$ cat config.mk
export PLATFORM = sky130hd
export DESIGN_NAME = nes_pad_sampler_flat
export DESIGN_NICKNAME = d
export VERILOG_FILES = /design/src/rtl/nes_pad_sampler_pkg.sv /design/src/rtl/nes_pad_sampler_if.sv /design/src/rtl/nes_pad_sampler_sync_2ff.sv /design/src/rtl/nes_pad_sampler.sv /design/src/flat_wrapper.sv
export SDC_FILE = /design/constraint.sdc
export NUM_CORES = 1
export LEC_CHECK = 0
export ABC_AREA = 1
export BUFFER_PORTS_ARGS = -buffer_cell sky130_fd_sc_hd__buf_2
export CAP_MARGIN = 20
export CORE_UTILIZATION = 58
export DETAILED_ROUTE_END_ITERATION = 6
export GPL_TIMING_DRIVEN = 0
export HOLD_SLACK_MARGIN = 0.15
export PLACE_DENSITY_LB_ADDON = 0.05
export SLEW_MARGIN = 20
export SYNTH_ARGS = -nofsm -noshare
export SYNTH_HDL_FRONTEND = slang
export SYNTH_HIERARCHICAL = 1
export SYNTH_SLANG_ARGS = --single-unit
$ cat constraint.sdc
create_clock -name clk -period 1.73 [get_ports clk]
set_input_delay 0.2595 -clock clk [delete_from_list [all_inputs] [get_ports clk]]
set_output_delay 0.2595 -clock clk [all_outputs]
set_load 0.02 [all_outputs]
$ cat src/rtl/nes_pad_sampler_pkg.sv
`default_nettype none
// +-------------------------------------------------------------------------+
// | nes_pad_pkg : shared types and constants for the NES pad sampler        |
// | Rev 1.0                                                                 |
// +-------------------------------------------------------------------------+
package nes_pad_pkg;

    typedef enum logic [2:0] {
        IDLE  = 3'd0,
        LATCH = 3'd1,
        LOW   = 3'd2,
        HIGH  = 3'd3,
        DONE  = 3'd4,
        EMIT  = 3'd5
    } state_e;

    localparam int BTN_A      = 0;
    localparam int BTN_B      = 1;
    localparam int BTN_SELECT = 2;
    localparam int BTN_START  = 3;
    localparam int BTN_UP     = 4;
    localparam int BTN_DOWN   = 5;
    localparam int BTN_LEFT   = 6;
    localparam int BTN_RIGHT  = 7;

    localparam int KEEPALIVE_POLLS = 30;

    function automatic int max3(input int a, input int b, input int c);
        int m;
        m = (a > b) ? a : b;
        return (m > c) ? m : c;
    endfunction

endpackage
`default_nettype wire

$ cat src/rtl/nes_pad_sampler_if.sv
`default_nettype none
// +-------------------------------------------------------------------------+
// | nes_pad_sampler_if : redundant-word stream towards network_stack_tx     |
// | Rev 1.0                                                                 |
// +-------------------------------------------------------------------------+
interface nes_pad_sampler_if #(
    parameter int DATA_SIZE = 16
);
    logic                 axiov;
    logic [DATA_SIZE-1:0] axiod;

    modport master (output axiov, output axiod);
    modport slave  (input  axiov, input  axiod);
endinterface
`default_nettype wire

$ cat src/rtl/nes_pad_sampler_sync_2ff.sv
`default_nettype none
// +-------------------------------------------------------------------------+
// | sync_2ff : two-flop synchronizer, async active-low reset                |
// | Rev 1.0                                                                 |
// +-------------------------------------------------------------------------+
module sync_2ff #(
    parameter int               WIDTH   = 1,
    parameter logic [WIDTH-1:0] RST_VAL = '0
) (
    input  wire logic             clk,
    input  wire logic             rst_n,
    input  wire logic [WIDTH-1:0] i_d,
    output logic      [WIDTH-1:0] o_q
);
    logic [WIDTH-1:0] r_meta;
    logic [WIDTH-1:0] r_sync;

    always_ff @(posedge clk or negedge rst_n) begin
        if (!rst_n) begin
            r_meta <= RST_VAL;
            r_sync <= RST_VAL;
        end else begin
            r_meta <= i_d;
            r_sync <= r_meta;
        end
    end

    assign o_q = r_sync;
endmodule
`default_nettype wire

$ cat src/rtl/nes_pad_sampler.sv
`default_nettype none
// +-------------------------------------------------------------------------+
// | nes_pad_sampler : polls an NES pad and bursts {buttons,buttons} words   |
// | Option: NES_PAD_CHANGE_ONLY_EN (burst only on change or keepalive)      |
// | Rev 1.0                                                                 |
// +-------------------------------------------------------------------------+
module nes_pad_sampler
    import nes_pad_pkg::*;
#(
    parameter int CLK_HZ       = 50_000_000,
    parameter int POLL_HZ      = 60,
    parameter int LATCH_CYCLES = 600,
    parameter int HALF_CYCLES  = 300,
    parameter int WORDS        = 6,
    parameter int DATA_SIZE    = 16
) (
    input  wire logic         clk,
    input  wire logic         rst_n,
    input  wire logic         enable,
    input  wire logic         pad_data,
    output logic              pad_latch,
    output logic              pad_pulse,
    output logic [7:0]        buttons,
    output logic              sample_done,
    nes_pad_sampler_if.master tx
);
    localparam int P       = CLK_HZ / POLL_HZ;
    localparam int SEQ_LEN = LATCH_CYCLES + 16 * HALF_CYCLES + 1 + WORDS;
    localparam int POLL_W  = $clog2(P + 1);
    localparam int CNT_W   = $clog2(max3(LATCH_CYCLES, HALF_CYCLES, WORDS) + 1);

    state_e            r_state;
    state_e            w_next;
    logic [POLL_W-1:0] r_poll;
    logic [CNT_W-1:0]  r_cnt;
    logic [2:0]        r_k;
    logic [7:0]        r_shift;
    logic [7:0]        r_buttons;
    logic [15:0]       r_axiod;
    logic              w_sync;
    logic              w_bit;
    logic              w_tick;
    logic              w_latch_end;
    logic              w_half_end;
    logic              w_emit_end;
    logic              w_send;
    logic              w_pad_latch;
    logic              w_pad_pulse;
    logic              w_axiov;
    logic              w_sample_done;

    // Idle line is high (nothing pressed), so the synchronizer resets to 1.
    sync_2ff #(
        .WIDTH   (1),
        .RST_VAL (1'b1)
    ) u_sync_pad (
        .clk   (clk),
        .rst_n (rst_n),
        .i_d   (pad_data),
        .o_q   (w_sync)
    );

    assign w_bit = ~w_sync;

    always_ff @(posedge clk or negedge rst_n) begin
        if (!rst_n) begin
            r_poll <= '0;
        end else if (w_tick) begin
            r_poll <= '0;
        end else begin
            r_poll <= r_poll + 1'b1;
        end
    end

    assign w_tick      = (r_poll == POLL_W'(P - 1));
    assign w_latch_end = (r_cnt == CNT_W'(LATCH_CYCLES - 1));
    assign w_half_end  = (r_cnt == CNT_W'(HALF_CYCLES - 1));
    assign w_emit_end  = (r_cnt == CNT_W'(WORDS - 1));

`ifdef NES_PAD_CHANGE_ONLY_EN
    localparam int KEEP_W = $clog2(KEEPALIVE_POLLS + 1);

    logic [7:0]        r_last_sent;
    logic [KEEP_W-1:0] r_keep;

    // r_keep counts earlier burst-less polls; the current poll makes it 30.
    assign w_send = (r_shift != r_last_sent) ||
                    (r_keep >= KEEP_W'(KEEPALIVE_POLLS - 1));

    always_ff @(posedge clk or negedge rst_n) begin
        if (!rst_n) begin
            r_last_sent <= '0;
            r_keep      <= '0;
        end else begin
            if (r_state == EMIT) begin
                r_last_sent <= r_shift;
            end
            if (r_state == DONE) begin
                if (w_send) begin
                    r_keep <= '0;
                end else if (r_keep != KEEP_W'(KEEPALIVE_POLLS - 1)) begin
                    r_keep <= r_keep + 1'b1;
                end
            end
        end
    end
`else
    assign w_send = 1'b1;
`endif

    always_ff @(posedge clk or negedge rst_n) begin
        if (!rst_n) begin
            r_state <= IDLE;
        end else begin
            r_state <= w_next;
        end
    end

    always_comb begin
        w_next        = r_state;
        w_pad_latch   = 1'b0;
        w_pad_pulse   = 1'b0;
        w_axiov       = 1'b0;
        w_sample_done = 1'b0;
        case (r_state)
            IDLE: begin
                if (w_tick && enable) begin
                    w_next = LATCH;
                end
            end
            LATCH: begin
                w_pad_latch = 1'b1;
                if (w_latch_end) begin
                    w_next = LOW;
                end
            end
            LOW: begin
                if (w_half_end) begin
                    w_next = HIGH;
                end
            end
            HIGH: begin
                w_pad_pulse = 1'b1;
                if (w_half_end) begin
                    w_next = (r_k == 3'd7) ? DONE : LOW;
                end
            end
            DONE: begin
                w_sample_done = 1'b1;
                w_next        = w_send ? EMIT : IDLE;
            end
            EMIT: begin
                w_axiov = 1'b1;
                if (w_emit_end) begin
                    w_next = IDLE;
                end
            end
            default: begin
                w_next = IDLE;
            end
        endcase
    end

    // Per-state cycle counter; restarts on every state change.
    always_ff @(posedge clk or negedge rst_n) begin
        if (!rst_n) begin
            r_cnt <= '0;
        end else if (w_next != r_state) begin
            r_cnt <= '0;
        end else begin
            r_cnt <= r_cnt + 1'b1;
        end
    end

    // buttons loads on entry to DONE so it changes together with sample_done.
    always_ff @(posedge clk or negedge rst_n) begin
        if (!rst_n) begin
            r_k       <= '0;
            r_shift   <= '0;
            r_buttons <= '0;
            r_axiod   <= '0;
        end else begin
            if (r_state == IDLE && w_next == LATCH) begin
                r_k <= '0;
            end
            if (r_state == HIGH && w_half_end && r_k != 3'd7) begin
                r_k <= r_k + 1'b1;
            end
            if (r_state == LOW && w_half_end) begin
                r_shift[r_k] <= w_bit;
            end
            if (r_state == HIGH && w_next == DONE) begin
                r_buttons <= r_shift;
            end
            if (r_state == DONE && w_next == EMIT) begin
                r_axiod <= {r_shift, r_shift};
            end
        end
    end

    assign pad_latch   = w_pad_latch;
    assign pad_pulse   = w_pad_pulse;
    assign sample_done = w_sample_done;
    assign buttons     = r_buttons;
    assign tx.axiov    = w_axiov;
    assign tx.axiod    = r_axiod;

    a_seq_fits:  assert property (@(posedge clk) SEQ_LEN < P);
    a_words_min: assert property (@(posedge clk) WORDS >= 1);
    a_data_size: assert property (@(posedge clk) DATA_SIZE == 16);

endmodule
`default_nettype wire

$ cat src/flat_wrapper.sv
// flat-port wrapper written by rule: the top's interface ports become plain ports
module nes_pad_sampler_flat import nes_pad_pkg::*;
#(
    parameter int CLK_HZ       = 50_000_000,
    parameter int POLL_HZ      = 60,
    parameter int LATCH_CYCLES = 600,
    parameter int HALF_CYCLES  = 300,
    parameter int WORDS        = 6,
    parameter int DATA_SIZE    = 16
)
  (clk, rst_n, enable, pad_data, pad_latch, pad_pulse, buttons, sample_done, tx_axiov, tx_axiod);
  nes_pad_sampler_if #(.DATA_SIZE(DATA_SIZE)) tx_i ();
  input  wire logic clk;
  input  wire logic rst_n;
  input  wire logic enable;
  input  wire logic pad_data;
  output logic pad_latch;
  output logic pad_pulse;
  output logic [7:0] buttons;
  output logic sample_done;
  output wire logic [$bits(tx_i.axiov)-1:0] tx_axiov;
  output wire logic [$bits(tx_i.axiod)-1:0] tx_axiod;
  assign tx_axiov = tx_i.axiov;
  assign tx_axiod = tx_i.axiod;
  nes_pad_sampler #(.CLK_HZ(CLK_HZ), .POLL_HZ(POLL_HZ), .LATCH_CYCLES(LATCH_CYCLES), .HALF_CYCLES(HALF_CYCLES), .WORDS(WORDS), .DATA_SIZE(DATA_SIZE)) u_core (.clk(clk), .rst_n(rst_n), .enable(enable), .pad_data(pad_data), .pad_latch(pad_latch), .pad_pulse(pad_pulse), .buttons(buttons), .sample_done(sample_done), .tx(tx_i));
endmodule
# == Word level (Yosys, flattened, before mapping) ==
# Cells that the tools add are included.
# op_classes
bitwise_logic,1
n_eq_ne,15
add_sub_neg,3
n_mux,18
n_lt_le_gt_ge,2
n_reduce_logical,10
# ops
op,count
2-to-1 mux 3 bit,8
"adder 20 x 1 -> 20 bit, second input constant",1
"== test 20 bit, second input constant",1
2-to-1 mux 20 bit,1
one-hot mux 3 bit (6 select lines),1
"== test 3 bit, second input constant",5
"adder 10 x 1 -> 10 bit, second input constant",1
"== test 10 bit, second input constant",1
"== test 10 x 3 -> 1 bit, second input constant",1
"== test 10 x 9 -> 1 bit, second input constant",1
2-to-1 mux 10 bit,1
bitwise mux 8 bit,1
logical AND 1 bit,8
"== test 3 x 1 -> 1 bit, second input constant",2
"== test 3 x 2 -> 1 bit, second input constant",2
2-to-1 mux 1 bit,5
"less-than comparator 3 x 4 -> 1 bit, second input constant",1
"adder 3 x 1 -> 3 bit, second input constant",1
demux 1 bit (select 3 bit),1
"greater-or-equal comparator 3 x 1 -> 1 bit, second input constant",1
logical NOT 3 bit,1
!= test 3 bit,1
"!= test 3 bit, second input constant",1
nonzero test 2 bit,1
inverter 1 bit,1
# word_totals
in_bits,4
ff_bits,70

# == Depth between registers and ports, before layout ==
# Gate-level depths: netlist of run 1.
# depth
ltp_word,8
depth_mapped,14

# == By module ==
# Netlist of run 1, hierarchy kept.
# by_module_without_submodules
module,cells_each,n_inst,seq_area_each_um2,area_per_inst_um2
nes_pad_sampler,365,1,1501.4,2959.1
sync_2ff,2,1,52.6,52.6

# == Least setup slack after synthesis of run 1 ==
# Ideal clock, no wire load.
# synth_path
path_type,register to register
startpoint,register u_core.r_state[2]
endpoint,register u_core.r_cnt[0]
arrival_ps,1581
n_path_buf,0
setup_slack_ps,28
setup_ps,120
stages_incl_launch_ff,10
path_cell_list,dfrtp_1 -> inv_1 -> nor3_1 -> nand2_1 -> nand2_1 -> nor2_1 -> nand3_1 -> nand2_2 -> nand2_4 -> nor2_1
# synth_between
elab_chain_cells,4
elab_cells_between_ends,14
classes_between,eq/ne (6); mux (7); reduce/logical (1)
# synth_lines
item,line_no,text
from (decl),nes_pad_sampler.sv:32,state_e r_state;
from (signal assigned),nes_pad_sampler.sv:115,r_state <= w_next;
== test 3 bit (tied with other cells),nes_pad_sampler.sv:125,case (r_state)
one-hot mux 3 bit (6 select lines),nes_pad_sampler.sv:125,
!= test 3 bit (*),nes_pad_sampler.sv:168,end else if (w_next != r_state) begin
2-to-1 mux 10 bit (*),nes_pad_sampler.sv:168,
to (signal assigned),nes_pad_sampler.sv:171,r_cnt <= r_cnt + 1'b1;
to (decl),nes_pad_sampler.sv:35,logic [CNT_W-1:0] r_cnt;
# Mark *: on every way between the ends. The rest lies on a longest branch, timed or not.
# A chain may end at the register's enable or synchronous reset.

# == Worst setup path in the final report of run 1 ==
# layout_path
startpoint,register u_core.r_state[0]
endpoint,register u_core.r_cnt[5]
# layout_between
elab_chain_cells,4
elab_cells_between_ends,14
classes_between,eq/ne (6); mux (7); reduce/logical (1)
# layout_lines
item,line_no,text
== test 3 bit (tied with other cells),nes_pad_sampler.sv:125,
one-hot mux 3 bit (6 select lines) (*),nes_pad_sampler.sv:125,
named net u_core.w_next[0],nes_pad_sampler.sv:33,state_e w_next;
!= test 3 bit (*),nes_pad_sampler.sv:168,
2-to-1 mux 10 bit (*),nes_pad_sampler.sv:168,
# Mark *: on every way through the listed nets, which the timed path passes. The rest lies on a longest branch.

==> results of run 1 <==
==> state kept, by name (all words and copies together), names as in the netlist <==
register,count
u_core/buttons,8
u_core/r_cnt,10
u_core/r_k,3
u_core/r_poll,20
u_core/r_shift,8
u_core/r_state,3
u_core/tx.axiod,8
u_core/u_sync_pad/o_q,1
u_core/u_sync_pad/r_meta,1
==> metal layers <==
layer / wire [um] / vias up / share of wire, % / global-route usage [%]
met4: 123 / 0 / 1.9 / 13.7
met3: 288 / 13 / 4.5 / 4.07
met2: 3170 / 77 / 50 / 38.1
li1: - / 1278 / - / -
met1: 2800 / 1223 / 44 / 29.5
met5: 0 / - / 0 / 0
==> path summary, 6_finish.rpt <==
kind / from / end / slack, ps / depth (start not counted)
worst max register to register: u_core/r_state[0]$_DFF_PN0_ / u_core/r_cnt[5]$_DFF_PN0_ / -50 / 11
worst min register to register: u_core/u_sync_pad/r_meta$_DFF_PN1_ / u_core/u_sync_pad/o_q$_DFF_PN1_ / 360 / 0
max in group asynchronous: rst_n / u_core/r_poll[2]$_DFF_PN0_ / 630 / 2
worst max-delay path: u_core/r_state[0]$_DFF_PN0_ / u_core/r_cnt[5]$_DFF_PN0_ / -50 / 11
worst min-delay path: u_core/u_sync_pad/r_meta$_DFF_PN1_ / u_core/u_sync_pad/o_q$_DFF_PN1_ / 360 / 0
min in group asynchronous: rst_n / u_core/r_cnt[6]$_DFF_PN0_ / 530 / 2
==> kinds of logic (layout without fill, tap and decap cells) <==
| group | Yosys count | count (layout) |
|---|---|---|
| AO/OA/AOI/OAI | 44 | 44 |
| XOR/XNOR | 12 | 12 |
| adder cells (fa/ha/maj) | 6 | 6 |
| buffers and inverters | 63 | 121 |
| flip-flops | 62 | 62 |
| AND/OR/NAND/NOR | 180 | 181 |
==> Yosys cell counts (2+ instances only) <==
library cell,n
xor2_1,10
nand2_2,3
a21oi_1,8
inv_2,2
nand3b_1,2
nand3_1,23
xnor2_1,2
o21ai_0,35
dfrtp_1,60
nor4_1,3
dfstp_2,2
inv_1,51
buf_4,8
nand2_1,75
nand4_1,7
nor3_1,9
nor2_1,53
ha_1,6
==> cell type report <==
| cell class | count | area, um^2 | share of cell area, % |
|---|---|---|---|
| Buffer | 10 | 68.8 | 1.82 |
| Clock buffer | 13 | 159 | 4.21 |
| Clock inverter | 3 | 67.6 | 1.79 |
| Inverter | 53 | 201 | 5.34 |
| Multi-Input combinational cell | 243 | 1390 | 36.8 |
| Sequential cell | 62 | 1560 | 41.2 |
| Tap cell | 67 | 83.8 | 2.22 |
| Timing Repair Buffer | 42 | 249 | 6.60 |
==> critical path: stages, from the launching register on <==
cell	delay [ps]
dfrtp_1	420
inv_1	220
nand2_1	130
nor2_1	200
inv_2	130
nand2_4	120
nor2_4	60
nand2_2	60
nand2_2	60
nand2_4	130
nand2_8	80
nor2_1	100
==> power by group through the flow <==
stage	clock network [mW]	registers [mW]	logic (mW)
floorplan	0	1.48	0.000529
global placement	0	1.48	0.0323
detailed placement	0	1.48	0.0327
CTS	1.45	1.46	0.0364
global route	1.49	1.46	0.0407
finish	1.42	1.46	0.0340
==> metrics by stage <==
step | util [%] | cells | setup slack, ps | hold WS [ps]
floorplan | - | 367 | 28.5 | -36.1
global placement | 67.0 | 465 | -99.2 | 346
detailed placement | 67.1 | 465 | -154 | 349
CTS | 73.2 | 487 | 5.89 | 359
global route | 77.8 | 493 | -138 | 360
finish | 77.8 | 493 | -53.9 | 358
==> timing repair <==
action,CTS,global route
gates resized for setup,4,52
gates cloned,0,1
hold endpoints to repair,61,0
pin swaps,2,17
hold buffers,2,0
setup buffers,4,5
endpoints found under the setup margin,18,23
==> metrics.md, run 1 <==
| Metric | Value |
|---|---|
| Status | `finished with violations` |
| Violated checks | `setup timing` |
| Xor-xnor portion of the synthesized cell area | `3.49%` |
| Fraction of registers with async set/reset | `100%` |
| Fill count | `318` |
| Worst slew pin tran | `753 ps` |
| Area growth from synthesis to final layout | `25.3%` |
| TritonCTS clock tree | `done` |
| DRT iter0 DRCs | `227` |
| Detailed Route WL | `6380 um` |
| Slack of the critical path | `-53.9 ps` |
| Worst VDD drop | `0.588 mV` |
| First-pass DRT Iterations | `5` |
| Simple-Gate Fraction of Synth Area | `26.1%` |
| Total CTS buffers | `9` |
| Post-synth cell types | `26` |
| Seq/Total Area, Yosys | `51.6%` |
| Num Clock Sinks | `62` |
| Crit Path Class | `reg -> reg` |
| Avg WL per Cell | `12.9 um` |
| Worst Hold Class | `reg -> reg` |
| Total Die Area | `5480 um^2` |
| H-tree Lvls | `3` |
| Synth Area in Compound Gates | `7.40%` |
| Die height | `74.1 um` |
| Area contributors post-synth | `dfrtp_1, nand2_1, nor2_1` |
| Post-route cell area | `3770 um^2` |
| WP data arrival | `2040 ps` |
| Combinational cell fraction of total power | `1.2%` |
| HPWL Detailed | `3930 um` |
| NetSw | `561 uW` |
| Cell Area, Placed | `3250 um^2` |
| Vias | `2591` |
| Initial antenna violation count | `0` |
| Layout Skew | `8.69 ps` |
| Power share of the clock group | `48.8%` |
| Synth Net Count | `377` |
| Worst slew margin | `49.8%` |
| PortBufs | `31` |
| Cell area after synthesis | `3010 um^2` |
| Clock root cell | `clkbuf_8` |
| Largest family of logic cells by synthesized area | `simple AND/OR/NAND/NOR gates` |
| Initial cell density of the core | `62.1%` |
| Fin crit share | `103%` |
| Die W | `74.1 um` |
| Post-route minimum period | `1780 ps` |
| Vias in the first global route | `2258` |
| Sw frac | `19.3%` |
| Drc violations | `0` |
| Adder-cell share of the synthesized area | `2.49%` |
| Static leakage | `1.85 nW` |
| Antenna viol nets, final | `0` |
| Data required time of the critical path | `1990 ps` |
| All-layer global routing usage | `23.4%` |
| Commonest cells after routing, fill and taps aside | `nand2_1, dfrtp_1, inv_1` |
| Ys Warns | `6` |
| Synth Flop Type | `dfrtp_1` |
| Worst skew pair latency | `330 ps` |
| Core area | `4850 um^2` |
| Most common cell after layout, fill and taps aside | `nand2_1` |
| Power per cell area | `772 nW/um^2` |
| Max Buffers Root-to-Sink | `2` |
| Number of synthesized register bits | `62` |
| Post-Syn Instances | `367` |
| IO Count | `32` |
| Antenna diodes | `0` |
| Achievable frequency | `561 MHz` |
| First-pass GRT wire length | `9560 um` |
| Routability Congestion | `0.820` |
| Largest net degree at the start of global routing | `63` |
| Final Setup Violations | `11` |
| CP Max Fanout | `9` |
| Cell Rows | `25` |
| Hold Vio Cnt, Final | `0` |
| Fraction of layout cells with a size suffix above 1 | `27.2%` |
| Avg Cell Area, Syn | `8.21 um^2` |
| Slew Limit Fails | `0` |
| Seq pwr share | `50.0%` |
| Largest area contributor in the netlist | `dfrtp_1` |
| Via/cell ratio | `5.26` |
| Max-cap viol count | `0` |
| Fin nets | `431` |
| Mux share of post-synthesis cell area | `0%` |
| Clock-pin slew on the worst setup and hold paths | `70 ps` |
| Setup TNS | `-399 ps` |
| Final Power | `2.91 mW` |
| Total grt overflow | `0` |
| Critical path launch point type | `register` |
| Critical Path End Type | `register` |
| Unrepaired setup endpoints after global routing | `yes` |
| EDFF count, synth | `0` |
| Pint | `2.35 mW` |
| Synth top area share | `49.9%` |
Power figures use the tool's default switching activity.
==> run 2: changes to the inputs <==
--- a/config.mk
+++ b/config.mk
@@ -8,7 +8,7 @@
 export ABC_AREA = 1
 export BUFFER_PORTS_ARGS = -buffer_cell sky130_fd_sc_hd__buf_2
 export CAP_MARGIN = 20
-export CORE_UTILIZATION = 58
+export CORE_UTILIZATION = 55
 export DETAILED_ROUTE_END_ITERATION = 6
 export GPL_TIMING_DRIVEN = 0
 export HOLD_SLACK_MARGIN = 0.15
@@ -18,3 +18,4 @@
 export SYNTH_HDL_FRONTEND = slang
 export SYNTH_HIERARCHICAL = 1
 export SYNTH_SLANG_ARGS = --single-unit
+export TNS_END_PERCENT = 5
==> metrics.md, run 2 (same netlist as run 1, synthesis figures left out) <==
| Metric | Value |
|---|---|
| Worst VDD drop | `0.526 mV (-11%)` |
| Max-cap viol count | `0 (unchanged)` |
| Worst path bufs/invs | `0 (-2)` |
| Max reg flops | `20 (unchanged)` |
| Avg WL per Cell | `12.0 um (-7.5%)` |
| DRT iter0 DRCs | `117 (-48%)` |
| Core Util, Final | `68.4% (-9.4 points)` |
| Routability Congestion | `0.837 (+2.2%)` |
| Vias in the first global route | `2295 (+1.6%)` |
| Drc violations | `0 (unchanged)` |
| Reg with most FFs | `u_core/r_poll` |
| Worst slack at placement | `-128 ps (+26.7 ps)` |
| Critical path launch point type | `register` |
| Min-Delay Endpoint | `u_core/u_sync_pad/o_q$_DFF_PN1_` |
| Total grt overflow | `0 (unchanged)` |
| Initial cell density of the core | `57.9% (-4.3 points)` |
| WP data arrival | `1940 ps (-100 ps)` |
| Antenna viol nets, final | `0 (unchanged)` |
| Antenna diodes | `0 (unchanged)` |
| PortBufs | `31 (unchanged)` |
| First-pass GRT wire length | `9910 um (+3.6%)` |
| FF-to-FF path depth | `12 (+1)` |
| Cell Rows | `26 (+4.0%)` |
| CP peak stage delay | `410 ps (about the same)` |
| Non-filler cells, final | `490 (-0.61%)` |
| Die W | `76 um (+2.6%)` |
| Unrepaired setup endpoints after global routing | `yes` |
| CP most frequent cell | `nand2_1` |
| Crit-path slowest cell | `dfrtp_1` |
| H-tree Lvls | `3 (unchanged)` |
| IO Count | `32 (unchanged)` |
| Via/cell ratio | `4.92 (-6.3%)` |
| Largest net degree at the start of global routing | `63 (unchanged)` |
| Data required time of the critical path | `1950 ps (-40 ps)` |
| Initial antenna violation count | `0 (unchanged)` |
| Total Die Area | `5780 um^2 (+5.3%)` |
| Detailed Route WL | `5870 um (-8.0%)` |
| Worst slew pin tran | `760 ps (+6.51 ps)` |
| Total CTS buffers | `9 (unchanged)` |
| Pint | `2.10 mW (-11%)` |
| Combinational cell fraction of total power | `1.3% (about the same)` |
| Core area | `5200 um^2 (+7.4%)` |
| Biggest regs | `u_core/r_poll (20), u_core/r_cnt (10)` |
| Seq pwr share | `55.1% (+5.1 points)` |
| Clock-pin slew on the worst setup and hold paths | `70 ps (about the same)` |
| First-pass DRT Iterations | `4 (-1)` |
| Crit path cell chain | `ha_4 -> nand2_1 -> nor2_1 -> nand3_2 -> nand2_1 -> nand2_1 -> nor2_4 -> nand2_2 -> nand2_1 -> nand2_2 -> nand2_4 -> nor2_1` |
| Vias | `2413 (-6.9%)` |
| CP delay by family, top | `simple AND/OR/NAND/NOR gates` |
| Layout Skew | `6.53 ps (-2.15 ps)` |
| Fin nets | `425 (-1.4%)` |
| R2r setup slk | `8 ps (+60 ps)` |
| Static leakage | `1.80 nW (-2.9%)` |
| Power share of the clock group | `43.6% (-5.2 points)` |
| All-layer global routing usage | `22.0% (-1.4 points)` |
| Achievable frequency | `581 MHz (+3.6%)` |
| Die height | `76 um (+2.6%)` |
| Critical Path End Type | `register` |
| Setup TNS | `0 ps (+399 ps)` |
| Most common cell after layout, fill and taps aside | `nand2_1` |
| Power per cell area | `743 nW/um^2 (-3.8%)` |
| WHS Path Cells | `0 (unchanged)` |
| NetSw | `547 uW (-2.4%)` |
| Num Clock Sinks | `62 (unchanged)` |
| Max Buffers Root-to-Sink | `2 (unchanged)` |
| TritonCTS clock tree | `done` |
| Worst slew margin | `49.4% (-0.43 points)` |
| Status | `complete, no violations` |
| Final Setup Violations | `0 (-11)` |
| Fin crit share | `99.5% (-3.6 points)` |
| Hold Vio Cnt, Final | `0 (unchanged)` |
| Crit Path Class | `reg -> reg` |
| Worst skew pair latency | `330 ps (about the same)` |
| CP Max Fanout | `5 (-4)` |
| DP Cell Count | `468 (+0.65%)` |
| Fraction of layout cells with a size suffix above 1 | `20.2% (-7.0 points)` |
| Reg2Reg Capture Point | `u_core/r_cnt[9]$_DFF_PN0_` |
| Commonest cells after routing, fill and taps aside | `nand2_1, dfrtp_1, inv_1` |
| Area growth from synthesis to final layout | `18.3%` |
| Sw frac | `20.7% (+1.4 points)` |
| Worst Hold Class | `reg -> reg` |
| Post-route minimum period | `1720 ps (-62.2 ps)` |
| Cell Area, Placed | `3260 um^2 (+0.12%)` |
| Slew Limit Fails | `0 (unchanged)` |
| Clock root cell | `clkbuf_8` |
| Slack of the critical path | `8.32 ps (+62.2 ps)` |
| Post-route cell area | `3560 um^2 (-5.6%)` |
| Worst hold start | `u_core/u_sync_pad/r_meta$_DFF_PN1_` |
| Origin of the critical flop-to-flop path | `u_core/r_cnt[0]$_DFF_PN0_` |
| HPWL Detailed | `4010 um (+1.9%)` |
==> run 2: power groups by stage <==
stage               clock network (mW)  logic [mW]  registers [mW]
floorplan                            0    0.000529            1.48
global placement                     0      0.0327            1.48
finish                            1.15      0.0340            1.46
CTS                               1.19      0.0365            1.46
global route                      1.25      0.0415            1.46
detailed placement                   0      0.0331            1.48
==> run 2: layout make-up <==
cell class	instances	area (um^2)
plain buffers	10	68.8
clock buffers	15	176
clock inverters	1	5.00
fillers	444	1640
inverters	53	199
multi-input cells	243	1270
flip-flops and latches	62	1550
well taps	70	87.6
repair buffers	36	204
==> run 2: worst reg2reg max path, delay by kind of cell (launching register included) <==
family | cells | cell delay [ps]
DFF | 1 | 410
adders and majority gates | 1 | 180
and+or+nand+nor | 11 | 1030
==> run 2: how the worst max path moves through the flow <==
stage,from,endpoint,slack [ps],depth (start not counted)
final,u_core/r_cnt[0]$_DFF_PN0_,u_core/r_cnt[9]$_DFF_PN0_,8,12
after global routing,u_core/r_cnt[0]$_DFF_PN0_,u_core/r_cnt[9]$_DFF_PN0_,-110,13
after CTS,u_core/r_cnt[1]$_DFF_PN0_,u_core/r_cnt[9]$_DFF_PN0_,10,12
after detailed placement,u_core/r_cnt[0]$_DFF_PN0_,u_core/r_cnt[0]$_DFF_PN0_,-130,10
after global placement,u_core/r_cnt[0]$_DFF_PN0_,u_core/r_cnt[0]$_DFF_PN0_,-110,10
after floorplan,u_core/r_state[2]$_DFF_PN0_,u_core/r_cnt[0]$_DFF_PN0_,30,9
==> run 2: metal layers <==
metal | wire [um] | track usage (%) | share of wire (%) | vias up
met4 | 63 | 7.88 | 1.1 | 0
li1 | - | - | - | 1258
met1 | 2740 | 27.0 | 47 | 1107
met5 | 0 | 0 | 0 | -
met2 | 2860 | 36.4 | 49 | 43
met3 | 206 | 7.43 | 3.5 | 5
==> run 2: what timing repair did <==
action / 4_1_cts / 5_1_grt
resized for setup: 5 / 16
buffers inserted: 3 / 0
hold buffers: 2 / 0
gates cloned: 0 / 1
endpoints found under the setup margin: 20 / 18
endpoints found under the hold margin: 61 / 0
pin swaps: 2 / 3
==> run 2: per-stage QoR <==
stage	hold slack [ps]	power (mW)
after global routing	354	2.75
after detailed placement	347	1.52
after global placement	345	1.52
final	354	2.65
after CTS	357	2.69
after floorplan	-36.1	1.48
==> run 3: changes to the inputs <==
--- a/config.mk
+++ b/config.mk
@@ -5,7 +5,6 @@
 export SDC_FILE = /design/constraint.sdc
 export NUM_CORES = 1
 export LEC_CHECK = 0
-export ABC_AREA = 1
 export BUFFER_PORTS_ARGS = -buffer_cell sky130_fd_sc_hd__buf_2
 export CAP_MARGIN = 20
 export CORE_UTILIZATION = 55
==> metrics.md, run 3 <==
| Metric | Value |
|---|---|
| Avg WL per Cell | `14.3 um (+19%)` |
| PortBufs | `31 (unchanged)` |
| Status | `finished with violations` |
| Ys Warns | `6 (unchanged)` |
| Vias | `2238 (-7.3%)` |
| Post-Syn Instances | `293 (-20%)` |
| Violated checks | `setup timing` |
| Post-route minimum period | `2090 ps (+372 ps)` |
| Critical path launch point type | `register` |
| Post-synth cell types | `40 (+54%)` |
| Synth Flop Type | `dfrtp_1` |
| Power per cell area | `689 nW/um^2 (-7.2%)` |
| Commonest cells post-synth | `dfrtp_1, nand2_1, nor2_1, nand3_1, xor2_1` |
| Number of synthesized register bits | `62 (unchanged)` |
| Worst slew pin tran | `785 ps (+25.9 ps)` |
| Multi-input gate area | `1560 um^2 (+23%)` |
| Setup crit end | `u_core/r_cnt[1]$_DFF_PN0_` |
| Worst slew margin | `47.6% (-1.7 points)` |
| Num Clock Sinks | `62 (unchanged)` |
| Clock root cell | `clkbuf_8` |
| Worst skew pair latency | `340 ps (about the same)` |
| Achievable frequency | `478 MHz (-18%)` |
| Fin crit share | `121% (+22 points)` |
| Cell Rows | `27 (+3.8%)` |
| Max reg flops | `20 (unchanged)` |
| Final Setup Violations | `41 (+41)` |
| Total CTS buffers | `9 (unchanged)` |
| CP Max Fanout | `5 (unchanged)` |
| Die W | `77.4 um (+1.9%)` |
| Commonest cells after routing, fill and taps aside | `dfrtp_1, buf_2, nand2_1` |
| Hold Vio Cnt, Final | `0 (unchanged)` |
| Static leakage | `1.87 nW (+3.8%)` |
| First-pass DRT Iterations | `4 (unchanged)` |
| Worst VDD drop | `0.635 mV (+21%)` |
| Area growth from synthesis to final layout | `21.0%` |
| TritonCTS clock tree | `done` |
| HPWL Detailed | `3780 um (-5.7%)` |
| Fill count | `419 (-5.6%)` |
| Synth top area share | `48.0% (-1.9 points)` |
| Worst slack at placement | `-493 ps (-365 ps)` |
| Critical Path End Type | `register` |
| EDFF count, synth | `0 (unchanged)` |
| Via/cell ratio | `5.33 (+8.2%)` |
| Fraction of layout cells with a size suffix above 1 | `30.7% (+11 points)` |
| Fraction of registers with async set/reset | `100% (unchanged)` |
| Final Power | `2.61 mW (-1.4%)` |
| All-layer global routing usage | `22.4% (+0.38 points)` |
| H-tree Lvls | `3 (unchanged)` |
| Routability Congestion | `0.793 (-5.3%)` |
| Slack of the critical path | `-364 ps (-372 ps)` |
| Layout Skew | `10.2 ps (+3.67 ps)` |
| WHS | `361 ps (+7.13 ps)` |
| Initial cell density of the core | `56.8% (-1.1 points)` |
| WP data arrival | `2350 ps (+410 ps)` |
| Data required time of the critical path | `1990 ps (+40 ps)` |
| Most frequent cell after synthesis | `dfrtp_1` |
| Setup TNS | `-8760 ps (-8760 ps)` |
| Detailed Route WL | `6000 um (+2.3%)` |
| FF-to-FF path depth | `6 (-6)` |
| Seq/Total Area, Yosys | `49.7% (-1.9 points)` |
| Total Die Area | `5990 um^2 (+3.8%)` |
| Vias in the first global route | `2179 (-5.1%)` |
| DRT iter0 DRCs | `122 (+4.3%)` |
| Synth Net Count | `303 (-20%)` |
| Clock-pin slew on the worst setup and hold paths | `70 ps (about the same)` |
| R2r setup slk | `-360 ps (-370 ps)` |
| Crit Path Class | `reg -> reg` |
| Drc violations | `0 (unchanged)` |
| Largest net degree at the start of global routing | `63 (unchanged)` |
| Die height | `77.4 um (+1.9%)` |
| Fin nets | `353 (-17%)` |
| IO Count | `32 (unchanged)` |
| Biggest regs | `u_core/r_poll (20), u_core/r_cnt (10)` |
| Worst Hold Class | `reg -> reg` |
| Max-cap viol count | `0 (unchanged)` |
| Area contributors post-synth | `dfrtp_1, mux2_2, mux2i_1` |
| Initial antenna violation count | `0 (unchanged)` |
| First-pass GRT wire length | `10300 um (+4.2%)` |
| Crit path from | `u_core/r_cnt[4]$_DFF_PN0_` |
| Antenna viol nets, final | `0 (unchanged)` |
| Origin of the critical flop-to-flop path | `u_core/r_cnt[4]$_DFF_PN0_` |
| Reg2Reg Capture Point | `u_core/r_cnt[1]$_DFF_PN0_` |
| Core area | `5510 um^2 (+5.8%)` |
| Avg Cell Area, Syn | `10.7 um^2 (+30%)` |
| Max Buffers Root-to-Sink | `2 (unchanged)` |
| Reg area | `1560 um^2 (+0.16%)` |
| Cell area after synthesis | `3130 um^2 (+3.9%)` |
| Slew Limit Fails | `0 (unchanged)` |
| Reg with most FFs | `u_core/r_poll` |
| Antenna diodes | `0 (unchanged)` |
| Unrepaired setup endpoints after global routing | `yes` |
| Total grt overflow | `0 (unchanged)` |
| Most common cell after layout, fill and taps aside | `dfrtp_1` |
| Largest area contributor in the netlist | `dfrtp_1` |
-- run 3: cell count changes after synthesis, sizes merged, moves of 16 or more --
cell   before  now
inv        53   15
nand2      79   28
mux2        0   16
mux2i       0   16
nor2       54   24
o21ai      35    4
-- run 3: layout make-up --
class / count / area share (%)
Multi-Input combinational cell: 200 / 41.2
Sequential cell: 62 / 41.1
Timing Repair Buffer: 41 / 6.38
Clock buffer: 11 / 3.74
Buffer: 14 / 2.74
Tap cell: 72 / 2.38
Inverter: 15 / 1.49
Clock inverter: 5 / 0.926
-- run 3: layer usage --
metal	global-route usage [%]	vias up	routed length (um)	part of all wire, %
met4	8.68	0	74	1.2
met1	30.8	1087	2920	49
met2	33.4	43	2790	46
met5	0	-	0	0
li1	-	1102	-	-
met3	6.71	6	216	3.6
-- run 3: kinds of logic (layout without fill, tap and decap cells) --
| kind of cell | Yosys count | after routing | share of synthesized area, % |
|---|---|---|---|
| AND/OR/NAND/NOR | 124 | 124 | 21.4 |
| AO/OA/AOI/OAI | 12 | 12 | 2.88 |
| multiplexers | 32 | 32 | 10.9 |
| flip-flops | 62 | 62 | 49.7 |
| XOR/XNOR | 26 | 26 | 7.52 |
| buffers and inverters | 31 | 86 | 5.20 |
| adder cells (fa/ha/maj) | 6 | 6 | 2.40 |
-- run 3: worst min path at each step --
stage                                       start                              end  slack (ps)  depth (start not counted)
2_1_floorplan                               rst_n    u_core/buttons[0]$_DFFE_PN0P_         -40                          0
3_3_place_gp   u_core/u_sync_pad/r_meta$_DFF_PN1_  u_core/u_sync_pad/o_q$_DFF_PN1_         350                          0
3_5_place_dp   u_core/u_sync_pad/r_meta$_DFF_PN1_  u_core/u_sync_pad/o_q$_DFF_PN1_         350                          0
4_1_cts        u_core/u_sync_pad/r_meta$_DFF_PN1_  u_core/u_sync_pad/o_q$_DFF_PN1_         360                          0
5_1_grt        u_core/u_sync_pad/r_meta$_DFF_PN1_  u_core/u_sync_pad/o_q$_DFF_PN1_         370                          0
6_report       u_core/u_sync_pad/r_meta$_DFF_PN1_  u_core/u_sync_pad/o_q$_DFF_PN1_         360                          0
-- run 3: per-stage QoR --
stage,std cells,area (um^2),util [%]
floorplan,293,3140,-
CTS,420,3730,67.7
finish,420,3780,68.7
global route,420,3780,68.7
detailed placement,396,3390,61.5
global placement,396,3390,61.5
-- run 3: critical path: stages, from the launching register on --
cell and delay, ps:
dfrtp_1 390, or3_4 400, or3_4 440, xnor2_4 170, o2111ai_4 250, buf_6 180
mux2i_1 180
-- run 3: timing repair --
action | 4_1_cts | 5_1_grt
gates resized for setup | 22 | 10
hold endpoints to repair | 61 | 0
gates cloned | 1 | 0
hold buffers | 2 | 0
pin swaps | 6 | 6
buffers inserted | 6 | 1
endpoints found under the setup margin | 58 | 49
-- run 3: where the power goes --
part	switching, mW	total, mW	internal, mW
Clock	0.557	1.12	0.558
Combinational	0.0310	0.0382	0.00724
Sequential	0.000641	1.45	1.45
Total	0.588	2.61	2.02
